## src/rtl/pipeline_pkg.sv

```systemverilog
// Shared pipeline definitions: control-bundle width and field offsets, and
// the halt/drain FSM state encoding.
package pipeline_pkg;

  localparam int NB_CTRL = 21;

  // Control bundle field offsets, LSB first
  localparam int CTRL_REG_DST_RD     = 0;
  localparam int CTRL_JUMP           = 1;
  localparam int CTRL_JAL            = 2;
  localparam int CTRL_BRANCH         = 3;
  localparam int CTRL_NEQ_BRANCH     = 4;
  localparam int CTRL_MEM_READ       = 5;
  localparam int CTRL_MEM_TO_REG     = 6;
  localparam int CTRL_UNIT_ALU_OP    = 7;   // 2 bits
  localparam int CTRL_MEM_WRITE      = 9;
  localparam int CTRL_ALU_SRC        = 10;
  localparam int CTRL_REG_WRITE      = 11;
  localparam int CTRL_EXTENSION_MODE = 12;  // 2 bits
  localparam int CTRL_SIZE_FILTER    = 14;  // 2 bits
  localparam int CTRL_SIZE_FILTERL   = 16;  // 2 bits
  localparam int CTRL_ZERO_EXTEND    = 18;
  localparam int CTRL_LUI            = 19;
  localparam int CTRL_JALR           = 20;

  localparam int NB_DRAIN_CNT = 3;

  typedef enum logic [1:0] {
    ST_RUN    = 2'd0,
    ST_DRAIN  = 2'd1,
    ST_HALTED = 2'd2
  } halt_state_t;

endpackage

```

## src/rtl/halt_drain_fsm.sv

```systemverilog
// Halt sequencer: after a halt enters EX, waits DRAIN_CYCLES enabled cycles
// for the pipeline to empty, then raises a sticky o_halted.
module halt_drain_fsm
  import pipeline_pkg::*;
#(
  parameter int DRAIN_CYCLES = 3
) (
  input  logic i_clk,
  input  logic i_reset_n,
  input  logic i_enable,
  input  logic i_flush,
  input  logic i_halt,
  output logic o_run,
  output logic o_halted
);

  halt_state_t             r_state;
  logic [NB_DRAIN_CNT-1:0] r_cnt;

  always_ff @(posedge i_clk or negedge i_reset_n) begin
    if (!i_reset_n) begin
      r_state  <= ST_RUN;
      r_cnt    <= '0;
      o_halted <= 1'b0;
    end else if (i_enable) begin
      case (r_state)
        ST_RUN: begin
          if (i_halt && !i_flush) begin
            r_state <= ST_DRAIN;
            r_cnt   <= NB_DRAIN_CNT'(DRAIN_CYCLES);
          end
        end
        ST_DRAIN: begin
          // Count saturates at zero; the step that reaches zero ends the drain
          if (r_cnt <= 3'd1) begin
            r_cnt    <= '0;
            r_state  <= ST_HALTED;
            o_halted <= 1'b1;
          end else begin
            r_cnt <= r_cnt - 3'd1;
          end
        end
        ST_HALTED: begin
          o_halted <= 1'b1;
        end
        default: begin
          r_state <= ST_RUN;
        end
      endcase
    end
  end

  assign o_run = (r_state == ST_RUN);

endmodule

```

## src/rtl/latch_id_ex.sv

```systemverilog
// ID/EX pipeline latch with flush squashing and halt drain sequencing.
// Optional flush statistics counter enabled by macro LATCH_ID_EX_STATS_EN.
module latch_id_ex
  import pipeline_pkg::*;
#(
  parameter int NB_DATA      = 32,
  parameter int NB_ADDR      = 5,
  parameter int DRAIN_CYCLES = 3
) (
  input  logic               i_clk,
  input  logic               i_reset_n,
  input  logic               i_enable,
  input  logic               i_flush,
  input  logic               i_valid,
  input  logic [NB_CTRL-1:0] i_ctrl,
  input  logic               i_halt,
  input  logic [NB_DATA-1:0] i_pc4,
  input  logic [NB_DATA-1:0] i_rs_data,
  input  logic [NB_DATA-1:0] i_rt_data,
  input  logic [NB_DATA-1:0] i_imm,
  input  logic [NB_ADDR-1:0] i_rs,
  input  logic [NB_ADDR-1:0] i_rt,
  input  logic [NB_ADDR-1:0] i_rd,
  output logic [NB_CTRL-1:0] o_ctrl,
  output logic [NB_DATA-1:0] o_pc4,
  output logic [NB_DATA-1:0] o_rs_data,
  output logic [NB_DATA-1:0] o_rt_data,
  output logic [NB_DATA-1:0] o_imm,
  output logic [NB_ADDR-1:0] o_rs,
  output logic [NB_ADDR-1:0] o_rt,
  output logic [NB_ADDR-1:0] o_rd,
  output logic               o_valid,
  output logic               o_halt,
  output logic               o_halted
`ifdef LATCH_ID_EX_STATS_EN
  ,
  output logic [15:0]        o_flush_count
`endif
);

  logic               w_run;
  logic               w_squash;
  logic [NB_CTRL-1:0] r_ctrl;
  logic [NB_DATA-1:0] r_pc4, r_rs_data, r_rt_data, r_imm;
  logic [NB_ADDR-1:0] r_rs, r_rt, r_rd;
  logic               r_valid, r_halt;

  halt_drain_fsm #(
    .DRAIN_CYCLES(DRAIN_CYCLES)
  ) u_halt_drain_fsm (
    .i_clk     (i_clk),
    .i_reset_n (i_reset_n),
    .i_enable  (i_enable),
    .i_flush   (i_flush),
    .i_halt    (i_halt),
    .o_run     (w_run),
    .o_halted  (o_halted)
  );

  // Control and qualifiers become a bubble on flush or once halting has begun
  assign w_squash = i_flush || !w_run;

  always_ff @(posedge i_clk or negedge i_reset_n) begin
    if (!i_reset_n) begin
      r_ctrl    <= '0;
      r_pc4     <= '0;
      r_rs_data <= '0;
      r_rt_data <= '0;
      r_imm     <= '0;
      r_rs      <= '0;
      r_rt      <= '0;
      r_rd      <= '0;
      r_valid   <= 1'b0;
      r_halt    <= 1'b0;
    end else if (i_enable) begin
      r_pc4     <= i_pc4;
      r_rs_data <= i_rs_data;
      r_rt_data <= i_rt_data;
      r_imm     <= i_imm;
      r_rs      <= i_rs;
      r_rt      <= i_rt;
      r_rd      <= i_rd;
      r_ctrl    <= w_squash ? '0 : i_ctrl;
      r_valid   <= w_squash ? 1'b0 : i_valid;
      r_halt    <= w_squash ? 1'b0 : i_halt;
    end
  end

  assign o_ctrl    = r_ctrl;
  assign o_pc4     = r_pc4;
  assign o_rs_data = r_rs_data;
  assign o_rt_data = r_rt_data;
  assign o_imm     = r_imm;
  assign o_rs      = r_rs;
  assign o_rt      = r_rt;
  assign o_rd      = r_rd;
  assign o_valid   = r_valid;
  assign o_halt    = r_halt;

`ifdef LATCH_ID_EX_STATS_EN
  logic [15:0] r_flush_count;

  always_ff @(posedge i_clk or negedge i_reset_n) begin
    if (!i_reset_n) begin
      r_flush_count <= '0;
    end else if (i_enable && i_flush && (r_flush_count != 16'hFFFF)) begin
      r_flush_count <= r_flush_count + 16'd1;
    end
  end

  assign o_flush_count = r_flush_count;
`endif

endmodule

```

## config.mk

```make
export PLATFORM = sky130hd
export DESIGN_NAME = latch_id_ex
export DESIGN_NICKNAME = d
export VERILOG_FILES = /design/src/rtl/pipeline_pkg.sv /design/src/rtl/halt_drain_fsm.sv /design/src/rtl/latch_id_ex.sv
export SDC_FILE = /design/constraint.sdc
export NUM_CORES = 1
export LEC_CHECK = 0
export ABC_AREA = 0
export ABC_CLOCK_PERIOD_IN_PS = 4100
export CORE_UTILIZATION = 30
export DETAILED_ROUTE_END_ITERATION = 8
export GPL_TIMING_DRIVEN = 0
export PLACE_DENSITY_LB_ADDON = 0.05
export SYNTH_ARGS = -nofsm -noshare
export SYNTH_HDL_FRONTEND = slang
export SYNTH_SLANG_ARGS = --single-unit
export TNS_END_PERCENT = 5
```

## constraint.sdc

```tcl
create_clock -name i_clk -period 4.1 [get_ports i_clk]
set_clock_uncertainty 0.05 [all_clocks]
set_input_delay 0.82 -clock i_clk [delete_from_list [all_inputs] [get_ports i_clk]]
set_output_delay 0.82 -clock i_clk [all_outputs]
set_load 0.03 [all_outputs]
```

### Yosys cells after proc, flatten, opt, wreduce, memory -nomap -nowiden

Cells that the tools add are included.
W data, S select, Z words.

| storage, ports and cells | value |
|---|---|
| word-level logic and storage cells | 41 |
| output and inout bits | 167 |
| input bits | 170 |
| register bits | 172 |

| operators by class | value |
|---|---|
| eq/ne operators | 4 |
| add/subtract/negate cells | 1 |
| muxes and demuxes | 11 |
| $lt $le $gt $ge | 1 |
| bitwise logic cells | 1 |
| reduce and logical (&&, ||, !) cells | 10 |

Operator list:

| operator | number |
|---|---|
| $mux W21 | 1 |
| $mux W3 | 2 |
| $pmux W2 S3 | 1 |
| $pmux W3 S2 | 1 |
| $reduce_and A3 Y1 | 2 |
| $mux W2 | 2 |
| $ne A2 B1 Y1 const B | 2 |
| $reduce_and A4 Y1 | 1 |
| $reduce_bool A2 Y1 | 2 |
| $le A3 B1 Y1 const B | 1 |
| $mux W1 | 3 |
| $sub A3 B1 Y3 const B | 1 |
| $eq A2 B1 Y1 const B | 1 |
| $eq A2 B2 Y1 const B | 1 |
| $logic_not A1 Y1 | 2 |
| $logic_not A2 Y1 | 1 |
| $pmux W1 S2 | 1 |
| $logic_and A1 B1 Y1 | 1 |
| $logic_or A1 B1 Y1 | 1 |
| $not A1 Y1 | 1 |

### Depth between registers and ports, before layout

Gate-level depths: netlist (run 1).

| logic depth | value |
|---|---|
| depth after elaboration | 4 |
| mapped depth | 5 |
| gate-level depth less buffers | 5 |

### Modules after synthesis

Synthesis (run 1) repeated with hierarchy kept, for this count alone.

| second synthesis, totals | value |
|---|---|
| cell total of the unflattened synthesis | 435 |
| area total of the unflattened synthesis | 6842.8 µm² |

By module, submodules not included:

| module | times used | seq. area each (µm²) | cells each | area an instance (µm²) |
|---|---|---|---|---|
| latch_id_ex | 1 | 4154.0 | 402 | 6496.2 |
| halt_drain_fsm | 1 | 150.1 | 33 | 346.6 |

### Least setup slack after synthesis (run 1)

OpenSTA, ideal clock, no wires.

| path | value |
|---|---|
| path type | input port to flip-flop |
| start point | input port i_enable |
| end point | register r_imm[0], in the netlist o_imm[0] |
| data required time | 3.925 ns |
| library setup time | 0.125 ns |
| path buffers | 3 |
| cell stages on the path | 4 |
| arrival time | 1.566 ns |
| setup slack | 2.359 ns |
| path through | buf_4 -> buf_6 -> buf_6 -> mux2_2 |

RTL lines:

| item | RTL line | source |
|---|---|---|
| start: declaration | latch_id_ex.sv:12 | `input logic i_enable,` |
| end signal: assignment | latch_id_ex.sv:79 | `r_imm <= i_imm;` |
| end: declaration | latch_id_ex.sv:44 | `logic [NB_DATA-1:0] r_pc4, r_rs_data, r_rt_data, r_imm;` |

No word-level cell between the ends.

### Worst setup path in the final report (run 1)

| path | value |
|---|---|
| start point | register r_rt_data[10], in the netlist o_rt_data[10] |
| end point | output port o_rt_data[10] |

RTL lines:

| item | RTL line | source |
|---|---|---|
| start: declaration | latch_id_ex.sv:44 |  |
| start signal: assignment | latch_id_ex.sv:78 | `r_rt_data <= i_rt_data;` |
| end: declaration | latch_id_ex.sv:27 | `output logic [NB_DATA-1:0] o_rt_data,` |

No word-level cell between the ends.

==> summary.md, run 1 <==
| Metric | Value |
|---|---|
| Max Slew Vio Count | `0` |
| Async S/R FF share, synth | `100.0%` |
| Final hold violation count | `0` |
| I/O pin count | `337` |
| Comb pwr share | `27.3%` |
| Clock tree buffer depth | `2` |
| CP max FO | `2` |
| CP Cell Sequence | `clkdlybuf4s50_1` |
| Critical path required time | `between 3 and 4 ns` |
| Synth cell count leaders | `dfrtp_1 (172), mux2_2 (143), inv_1 (27), nand2_1 (24), o21ai_0 (23)` |
| Cell count after synthesis | `~430` |
| WS Path Type | `reg2out` |
| Hold buffers post-CTS | `0` |
| Grt ovf | `0` |
| Max cap viols | `0` |
| # DRC | `0` |
| Die W | `150.5 µm` |
| Hold WC Path Type | `in2async` |
| # clock sinks | `172` |
| Diodes inserted | `0` |
| WL per Instance | `17.21 µm` |
| Netlist cell types | `27` |
| Reg2reg end | `u_halt_drain_fsm.o_halted$_DFFE_PN0P_` |
| Clk pwr share | `32.1%` |
| H-tree depth | `4` |
| DR iter-0 viols | `126` |
| Period utilization | `a little under 60%` |
| Power share of the sequential group | `40.6%` |
| Total die area | `around 0.023 mm²` |
| Fill cell count | `around 1800` |
| Capturing element type of the critical path | `output port` |
| Total number of vias | `4727` |
| Area Growth Syn to Fin | `65.19%` |
| Synth Cell Area | `0.006618 mm²` |
| Unrepaired setup endpoints after global routing | `false` |
| Top-count cell post-synth | `dfrtp_1` |
| Post-DP HPWL | `between 10 and 15 mm` |
| Routed wire length | `~18 mm` |
| Flop-to-flop setup slack | `approximately 2.6 ns` |
| Startpoint Class | `register` |
| Run status | `complete, no violations` |
| All-Layer GR Usage | `16.31%` |
| DRT Pass-1 Iters | `4` |
| Synth top area cells | `dfrtp_1 (65%), mux2_2 (24%), buf_6 (2.7%)` |
| Clk pin slew, worst setup/hold paths | `roughly 0.07 ns` |
| TritonCTS clock tree | `yes` |
| Starting Density | `30.99%` |
| Syn_area_per_cell | `15.32 µm²` |
| Root buf cell | `clkbuf_16` |
| Maximum VDD drop | `232.1 µV` |
| Power per cell area | `455.2 mW/mm²` |
| First-pass GRT wire length | `~27 mm` |
| Resize count post-CTS | `0` |
| Maximum clock rate | `421.3 MHz` |
| Setup violators final | `0` |
| Register area share after synthesis | `65.04%` |
| CTS buffer count | `17` |
| Sw Pwr | `1.524 mW` |
| Post-route ant nets | `0` |
| Synth Net Count | `between 600 and 700` |
| Slowest-stage cell, CP | `clkdlybuf4s50_1` |
| Gp weighted congestion | `about 0.72` |
| Synth area leader | `dfrtp_1` |
| Fin worst setup slack | `around 1.7 ns` |
| Final Non-Filler Cells | `1075` |
| Vias in the first global route | `4882` |
| Worst EP arrival | `1.50 ns` |
| Worst skew pair latency | `0.42 ns` |
| Ys Warns | `0` |
| Crit path max-delay family | `buffers and inverters` |
| Dpl ws | `1.841 ns` |
| Post-synth EDFFs | `0` |
| Die Ht | `150.5 µm` |
| FP Rows | `53` |
| Dpl cells | `roughly 1000` |
| Leakage | `4.503 nW` |
| Pin count of the biggest net entering global routing | `around 100` |
| Final Critical Period | `~2.4 ns` |
| CP bufs+invs | `1` |
| Worst-Margin Slew | `around 0.6 ns` |
| FF-to-FF path depth | `5` |
| Sw Ratio | `around 31%` |
| Core area | `0.02135 mm²` |
| Initial antenna violation count | `0` |
| FF+latch count, synth | `approximately 170` |
| I/O Buffers | `335` |
| Pint | `3.452 mW` |
| Slowest stage delay, CP | `0.75 ns` |
| Post-synth top flop | `dfrtp_1` |
| Share of post-route cells with drive strength above 1 | `25.00%` |
| Drt via density | `around 4.4` |
| RR Startpoint | `u_halt_drain_fsm.r_cnt[1]$_DFFE_PN0P_` |
| Synth top area share | `between 60% and 70%` |
| # nets final | `959` |
| Post-CTS setup buffer count | `0` |
| Slew HR | `~60%` |
## worst register-to-register path, delay by kind of cell (launching register included)
| kind | cells | cell delay, ns |
|---|---|---|
| AOI/OAI and AO/OA | 2 | 0.54 |
| DFF | 1 | 0.39 |
| adders and majority gates | 1 | 0.21 |
| buffers and inverters | 1 | 0.10 |
| and+or+nand+nor | 1 | 0.06 |
## cell families after synthesis
logic type / count (synthesis) / share of synthesized area, %
adders and majority gates: 2 / 0.3781
buffers and inverters: 48 / 4.632
muxes: 143 / 24.33
DFF: 172 / 65.04
AOI/OAI and AO/OA: 37 / 3.404
and+or+nand+nor: 30 / 2.212
## power by group through the flow
stage	Clock, mW	Sequential (mW)	Combinational, mW
floorplan	0	2.41	0.332
global placement	0	2.05	1.34
detailed placement	0	2.06	1.37
CTS	1.65	2.03	1.38
global route	1.73	2.05	1.44
finish	1.60	2.02	1.36
## flip-flops by register name, summed over array words and instances, names as in the netlist
register,flops
u_halt_drain_fsm.o_halted,1
o_ctrl,21
o_rt_data,32
u_halt_drain_fsm.r_cnt,3
o_rd,5
o_rt,5
o_rs_data,32
o_rs,5
o_valid,1
o_pc4,32
o_halt,1
u_halt_drain_fsm.r_state,2
o_imm,32
## per-stage QoR
step / total power [mW] / cell area, µm² / TNS, ns / hold slack (ns) / util, %
after global routing: 5.216 / 10930 / 0 / 0.3170 / 51.20
after global placement: 3.391 / 10310 / -844.34 / 0.4294 / 48.31
after CTS: 5.051 / 10930 / 0 / 0.3165 / 51.20
after detailed placement: 3.427 / 10350 / 0 / 0.4360 / 48.46
final: 4.976 / 10930 / 0 / 0.2835 / 51.20
after floorplan: 2.742 / 6618 / 0 / 0.4744 / -
## metal layers
metal / up-vias / GRT usage [%] / routed length (µm)
li1: 2202 / - / -
met1: 2316 / 17.42 / 6972
met2: 193 / 29.06 / 9617
met3: 16 / 6.515 / 1590
met4: 0 / 5.455 / 316
met5: - / 0 / 0
## area by class of cell
| type | instances | area, µm² | area share [%] |
|---|---|---|---|
| sequential | 172 | 4304 | 39.37 |
| timing repair buffer | 336 | 3386 | 30.97 |
| inverter | 27 | 101.3 | 0.9271 |
| clock buffer | 20 | 456.7 | 4.178 |
| buffer | 21 | 205.2 | 1.877 |
| tap | 275 | 344.1 | 3.148 |
| multi-input combinational | 212 | 2007 | 18.36 |
| clock inverter | 12 | 127.6 | 1.167 |
## worst max path at each step
stage | from | endpoint | slack [ns] | depth (start not counted)
4_1_cts | o_rt_data[10]$_DFFE_PN0P_ | o_rt_data[10] | 1.68 | 1
3_5_place_dp | i_flush | o_ctrl[17]$_DFFE_PN0P_ | 1.84 | 5
5_1_grt | o_rt_data[10]$_DFFE_PN0P_ | o_rt_data[10] | 1.66 | 1
2_1_floorplan | i_enable | o_imm[0]$_DFFE_PN0P_ | 2.36 | 4
6_report | o_rt_data[10]$_DFFE_PN0P_ | o_rt_data[10] | 1.73 | 1
3_3_place_gp | i_reset_n | o_ctrl[7]$_DFFE_PN0P_ | -4.93 | 1
## cell usage in the layout, fill, tap and decap left out, types with 2 or more instances in the layout
master	instances
inv_1	27
o21ai_1	3
clkbuf_1	3
dfrtp_1	172
buf_6	16
clkbuf_16	17
nor2b_1	2
o21ai_0	23
inv_6	4
mux2_2	143
clkinv_4	5
ha_1	2
buf_2	2
nand2_1	24
clkdlybuf4s50_1	334
clkbuf_8	2
Note: power is estimated with default switching activity, not from simulation.
==> run 2: changes to the inputs <==
ABC_CLOCK_PERIOD_IN_PS = 2300   (was 4100)
clock period = 2.3 ns   (was 4.1 ns; I/O delays follow)
==> run 2 against run 1 <==
Effect of this change:
- routed wire length about the same
- final cell count about the same
- sequential cell count unchanged
- final area about the same
- clock power up 77%
- critical path depth unchanged
- sequential share of layout area about the same
- via count about the same
==> summary.md, run 2 (synthesized netlist as in run 1, its figures left out) <==
| Metric | Value |
|---|---|
| Worst-Margin Slew | `0.5825 ns (-0.002527 ns)` |
| Fill cell count | `1848 (-0.054%)` |
| Clk pin slew, worst setup/hold paths | `0.07 ns (about the same)` |
| Power share of the sequential group | `40.6% (about the same)` |
| Maximum clock rate | `496.7 MHz` |
| Power per cell area | `810.9 mW/mm² (+78%)` |
| Pin count of the biggest net entering global routing | `101 (unchanged)` |
| DRT Pass-1 Iters | `4 (unchanged)` |
| Post-DP HPWL | `14.00 mm (unchanged)` |
| Hold path startpoint | `i_enable` |
| Pint | `6.155 mW (+78%)` |
| CP Cell Sequence | `clkdlybuf4s50_1` |
| Vias in the first global route | `4882 (unchanged)` |
| Run status | `complete, no violations` |
| Post-Layout Inst Area | `0.01094 mm² (about the same)` |
| Final Critical Period | `2.013 ns` |
| Area Growth Syn to Fin | `65.34% (about the same)` |
| Setup violators final | `0 (unchanged)` |
| Slowest-stage cell, CP | `clkdlybuf4s50_1` |
| I/O Buffers | `335 (unchanged)` |
| Total number of vias | `4731 (+0.085%)` |
| # nets final | `960 (+0.10%)` |
| Critical path required time | `1.79 ns (-1.44 ns)` |
| H-tree depth | `4 (unchanged)` |
| Leakage | `4.507 nW (about the same)` |
| FP Rows | `53 (unchanged)` |
| All-Layer GR Usage | `16.31% (unchanged)` |
| Initial antenna violation count | `0 (unchanged)` |
| # clock sinks | `172 (unchanged)` |
| I/O pin count | `337 (unchanged)` |
| Sw Ratio | `30.63% (about the same)` |
| Hold WC Path Type | `in2reg` |
| Slew HR | `61.17% (+0.17 points)` |
| Starting Density | `30.99% (unchanged)` |
| Final Power | `8.872 mW (+78%)` |
| Startpoint Class | `register` |
| WHS Endpoint | `u_halt_drain_fsm.r_state[1]$_DFFE_PN0P_` |
| Period utilization | `87.54%` |
| Placed instance area | `0.01035 mm² (unchanged)` |
| Max cap viols | `0 (unchanged)` |
| Fin worst setup slack | `0.2866 ns (-1.440 ns)` |
| Die W | `150.5 µm (unchanged)` |
| Drt via density | `4.397 (about the same)` |
| DR iter-0 viols | `132 (+4.8%)` |
| Clk pwr share | `32.1% (about the same)` |
| Reg2reg end | `u_halt_drain_fsm.o_halted$_DFFE_PN0P_` |
| Dpl ws | `0.4009 ns (-1.440 ns)` |
| Share of post-route cells with drive strength above 1 | `24.97% (-0.031 points)` |
| Hold depth | `3` |
| Core area | `0.02135 mm² (unchanged)` |
| Die Ht | `150.5 µm (unchanged)` |
| Max Slew Vio Count | `0 (unchanged)` |
| CTS buffer count | `17 (unchanged)` |
| Clock tree buffer depth | `2 (unchanged)` |
| Most frequent cells in the layout | `clkdlybuf4s50_1 (334), dfrtp_1 (172), mux2_2 (143)` |
| Slowest stage delay, CP | `0.75 ns (about the same)` |
| Resize count post-CTS | `0 (unchanged)` |
| Maximum VDD drop | `413.8 µV (+78%)` |
| Total die area | `0.02266 mm² (unchanged)` |
| Flop-to-flop setup slack | `0.83 ns (-1.80 ns)` |
| Comb pwr share | `27.3% (about the same)` |
| Unrepaired setup endpoints after global routing | `false` |
| CP bufs+invs | `1 (unchanged)` |
| Most common library cell in the layout ignoring fill and taps | `clkdlybuf4s50_1` |
| RR Startpoint | `u_halt_drain_fsm.r_cnt[1]$_DFFE_PN0P_` |
| CP max FO | `2 (unchanged)` |
| Final hold violation count | `0 (unchanged)` |
| Post-route ant nets | `0 (unchanged)` |
| First-pass GRT wire length | `27.41 mm (unchanged)` |
| # DRC | `0 (unchanged)` |
| Worst skew pair latency | `0.42 ns (about the same)` |
| Diodes inserted | `0 (unchanged)` |
| Sw Pwr | `2.718 mW (+78%)` |
| Gp weighted congestion | `0.7166 (unchanged)` |
| Crit path max-delay family | `buffers and inverters` |
| FF-to-FF path depth | `5 (unchanged)` |
| Final design utilization | `51.24% (about the same)` |
| Capturing element type of the critical path | `output port` |
| Root buf cell | `clkbuf_16` |
| WS Path Type | `reg2out` |
| Worst EP arrival | `1.50 ns (about the same)` |
| Routed wire length | `18.50 mm (about the same)` |
| Grt ovf | `0 (unchanged)` |
| TritonCTS clock tree | `yes` |
| WL per Instance | `17.19 µm (about the same)` |
==> run 2: final cells by class <==
type	count	area, µm²	area share [%]
flip-flops and latches	172	4304	39.34
clock inverters	12	127.6	1.166
well taps	275	344.1	3.145
multi-input cells	212	2007	18.34
repair buffers	337	3396	31.04
clock buffers	20	456.7	4.174
inverters	27	101.3	0.9262
plain buffers	21	205.2	1.875
==> run 2: worst max-delay path by stage <==
| stage | depth (start not counted) | from | slack (ns) | end |
|---|---|---|---|---|
| 2_1_floorplan | 4 | i_enable | 0.92 | o_imm[0]$_DFFE_PN0P_ |
| 4_1_cts | 1 | o_rt_data[10]$_DFFE_PN0P_ | 0.24 | o_rt_data[10] |
| 3_3_place_gp | 1 | i_reset_n | -6.37 | o_ctrl[7]$_DFFE_PN0P_ |
| 5_1_grt | 1 | o_rt_data[10]$_DFFE_PN0P_ | 0.22 | o_rt_data[10] |
| 6_report | 1 | o_rt_data[10]$_DFFE_PN0P_ | 0.29 | o_rt_data[10] |
| 3_5_place_dp | 5 | i_flush | 0.40 | o_ctrl[17]$_DFFE_PN0P_ |
==> run 2: per-stage QoR <==
stage	cells	hold WS, ns	setup TNS (ns)
after floorplan	432	0.1144	0
after global placement	1042	0.4294	-1092.02
after detailed placement	1043	0.4208	0
after CTS	1076	0.3947	0
after global routing	1076	0.4020	0
final	1076	0.4088	0
==> run 2: what timing repair did <==
action / in CTS / in global routing
hold endpoints to repair: 72 / 0
hold buffers: 1 / 0
setup buffers: 0 / 0
==> run 2: power groups by stage <==
stage | clock network [mW] | logic [mW] | registers [mW]
3_3_place_gp | 0 | 2.40 | 3.65
5_1_grt | 3.08 | 2.57 | 3.66
4_1_cts | 2.94 | 2.45 | 3.61
6_report | 2.84 | 2.42 | 3.61
3_5_place_dp | 0 | 2.44 | 3.67
2_1_floorplan | 0 | 0.592 | 4.30
==> run 2: per-layer routing <==
metal  up-vias  global-route usage, %  wire (µm)
met1      2318                  17.42       6984
li1       2204                      -          -
met3        16                  6.515       1586
met2       193                  29.06       9612
met4         0                  5.455        316
met5         -                      0          0
==> run 3: changes to the inputs <==
CORE_MARGIN = 4   (was default)
==> run 3 against run 2 <==
Effect of this change:
- routed wire length is 2.9% higher
- setup slack better by 0.0086 ns
- final cell count is 0.46% higher
- critical path type unchanged
- global-route usage is 1.0 points lower
- worst hold slack better by 0.015 ns
- register-to-register slack better by 0.05 ns
- sequential power hardly changed
- sequential share of layout area hardly changed
- sequential cell count stayed put
==> summary.md, run 3 (synthesized netlist as in run 1, its figures left out) <==
| Metric | Value |
|---|---|
| Post-DP HPWL | `14.81 mm (+5.8%)` |
| Slowest-stage cell, CP | `clkdlybuf4s50_1` |
| Unrepaired setup endpoints after global routing | `false` |
| CP max FO | `2 (unchanged)` |
| Core area | `0.02176 mm² (+1.9%)` |
| Max Slew Vio Count | `0 (unchanged)` |
| CTS buffer count | `17 (unchanged)` |
| Area Growth Syn to Fin | `65.14%` |
| Setup violators final | `0 (unchanged)` |
| Vias in the first global route | `5051 (+3.5%)` |
| CP Cell Sequence | `clkdlybuf4s50_1` |
| Die Ht | `156.5 µm (+4.0%)` |
| Die W | `156.5 µm (+4.0%)` |
| Fin Setup TNS | `0 ns (unchanged)` |
| Startpoint Class | `register` |
| CP bufs+invs | `1 (unchanged)` |
| DR iter-0 viols | `154 (+17%)` |
| Total die area | `0.02450 mm² (+8.1%)` |
| Dpl ws | `0.4059 ns (+0.004973 ns)` |
| Hold path startpoint | `i_enable` |
| Crit path max-delay family | `buffers and inverters` |
| Most common library cell in the layout ignoring fill and taps | `clkdlybuf4s50_1` |
| Period utilization | `87.16% (-0.38 points)` |
| Reg2reg end | `u_halt_drain_fsm.o_halted$_DFFE_PN0P_` |
| WS Path Type | `reg2out` |
| Share of post-route cells with drive strength above 1 | `25.09% (+0.12 points)` |
| Slew HR | `61.83% (+0.66 points)` |
| Fin worst setup slack | `0.2952 ns (+0.008635 ns)` |
| Initial antenna violation count | `0 (unchanged)` |
| Power per cell area | `803.9 mW/mm² (-0.86%)` |
| All-Layer GR Usage | `15.32% (-1.0 points)` |
| Grt ovf | `0 (unchanged)` |
| Capturing element type of the critical path | `output port` |
| DRT Pass-1 Iters | `4 (unchanged)` |
| RR Startpoint | `u_halt_drain_fsm.r_cnt[1]$_DFFE_PN0P_` |
| Run status | `complete, no violations` |
| Worst EP arrival | `1.49 ns (about the same)` |
| Maximum VDD drop | `468.1 µV (+13%)` |
| Root buf cell | `clkbuf_16` |
| WHS Endpoint | `u_halt_drain_fsm.r_state[1]$_DFFE_PN0P_` |
| WL per Instance | `17.60 µm (+2.4%)` |
| Gp weighted congestion | `0.7410 (+3.4%)` |
| Diodes inserted | `0 (unchanged)` |
| Clk pin slew, worst setup/hold paths | `0.07 ns (about the same)` |
| Slowest stage delay, CP | `0.73 ns (-0.02 ns)` |
| # clock sinks | `172 (unchanged)` |
| Final Non-Filler Cells | `1081 (+0.46%)` |
| Total number of vias | `4748 (+0.36%)` |
| TritonCTS clock tree | `yes` |
| Routed wire length | `19.03 mm (+2.9%)` |
| Worst skew pair latency | `0.42 ns (about the same)` |
| Worst-Margin Slew | `0.5725 ns (-0.009946 ns)` |
| H-tree depth | `4 (unchanged)` |
| # DRC | `0 (unchanged)` |
| Post-route ant nets | `0 (unchanged)` |
| Cell depth of the worst setup path | `1 (unchanged)` |
| Final hold violation count | `0 (unchanged)` |
| Maximum clock rate | `498.8 MHz (+0.43%)` |
| Flop-to-flop setup slack | `0.88 ns (+0.05 ns)` |
| Final Critical Period | `2.005 ns (-0.008635 ns)` |
| Critical path required time | `1.79 ns (about the same)` |
| Max cap viols | `0 (unchanged)` |
| Clock tree buffer depth | `2 (unchanged)` |
| Leakage | `4.507 nW (about the same)` |
| Hold WC Path Type | `in2reg` |
| # nets final | `960 (unchanged)` |
| Pin count of the biggest net entering global routing | `113 (+12%)` |
| FF-to-FF path depth | `5 (unchanged)` |
| Most frequent cells in the layout | `clkdlybuf4s50_1 (334), dfrtp_1 (172), mux2_2 (143)` |
| Starting Density | `30.42% (-0.57 points)` |
| FP Rows | `54 (+1.9%)` |
| Drt via density | `4.392 (-0.10%)` |
| Final Power | `8.785 mW (-0.98%)` |
| First-pass GRT wire length | `28.95 mm (+5.6%)` |
| I/O Buffers | `335 (unchanged)` |
| Hold depth | `3 (unchanged)` |
| I/O pin count | `337 (unchanged)` |
| Dpl cells | `1048 (+0.48%)` |
-- run 3: cell count changes in the layout (fill, tap and decap cells not counted) --
cell,before,now
clkbuf_8,2,1
bufinv_16,1,0
clkinv_2,0,2
clkbuf_1,3,2
inv_8,1,4
inv_6,4,6
clkinv_4,5,2
clkinvlp_4,1,0
-- run 3: timing repair --
item / in CTS / in global routing
resized for setup: 0 / 0
buffers inserted: 0 / 0
hold buffers: 1 / 0
hold endpoints to repair: 60 / 0
-- run 3: routing by layer --
metal | wire length (µm) | track usage (%) | up-vias | part of all wire [%]
li1 | - | - | 2200 | -
met1 | 7425 | 17.89 | 2330 | 39
met2 | 9763 | 26.70 | 199 | 51
met3 | 1592 | 5.199 | 19 | 8.4
met4 | 248 | 4.628 | 0 | 1.3
met5 | 0 | 0 | - | 0
-- run 3: layout make-up --
class / instances / area (µm²)
plain buffers: 21 / 205.2
clock buffers: 18 / 439.2
clock inverters: 14 / 125.1
fillers: 1901 / 10830
inverters: 27 / 101.3
multi-input cells: 212 / 2007
flip-flops and latches: 172 / 4304
well taps: 280 / 350.3
repair buffers: 337 / 3396
-- run 3: how the worst max path moves through the flow --
stage	from	to	slack [ns]
after global routing	o_halt$_DFFE_PN0P_	o_halt	0.23
final	o_ctrl[17]$_DFFE_PN0P_	o_ctrl[17]	0.30
after CTS	o_rs_data[0]$_DFFE_PN0P_	o_rs_data[0]	0.26
after global placement	i_reset_n	o_pc4[20]$_DFFE_PN0P_	-6.48
after floorplan	i_enable	o_imm[0]$_DFFE_PN0P_	0.92
after detailed placement	i_flush	o_ctrl[19]$_DFFE_PN0P_	0.41
-- run 3: power breakdown --
group	total, mW	internal [mW]	leakage (nW)	switching [mW]
clock network	2.76	1.46	0.284	1.30
registers	3.60	3.39	2.05	0.217
logic	2.42	1.19	2.17	1.24
-- run 3: worst min-delay path, cell delays in order --
cell and delay (ns):
buf_4 0.15, nand2_1 0.12, a21o_2 0.13
-- run 3: per-stage QoR --
step                hold slack, ns  instance area, µm²  utilization, %
global route                0.4384               10930           50.23
finish                      0.4236               10930           50.23
CTS                         0.4078               10930           50.23
detailed placement          0.3788               10350           47.59
floorplan                   0.1144                6618               -
global placement            0.4259               10320           47.44
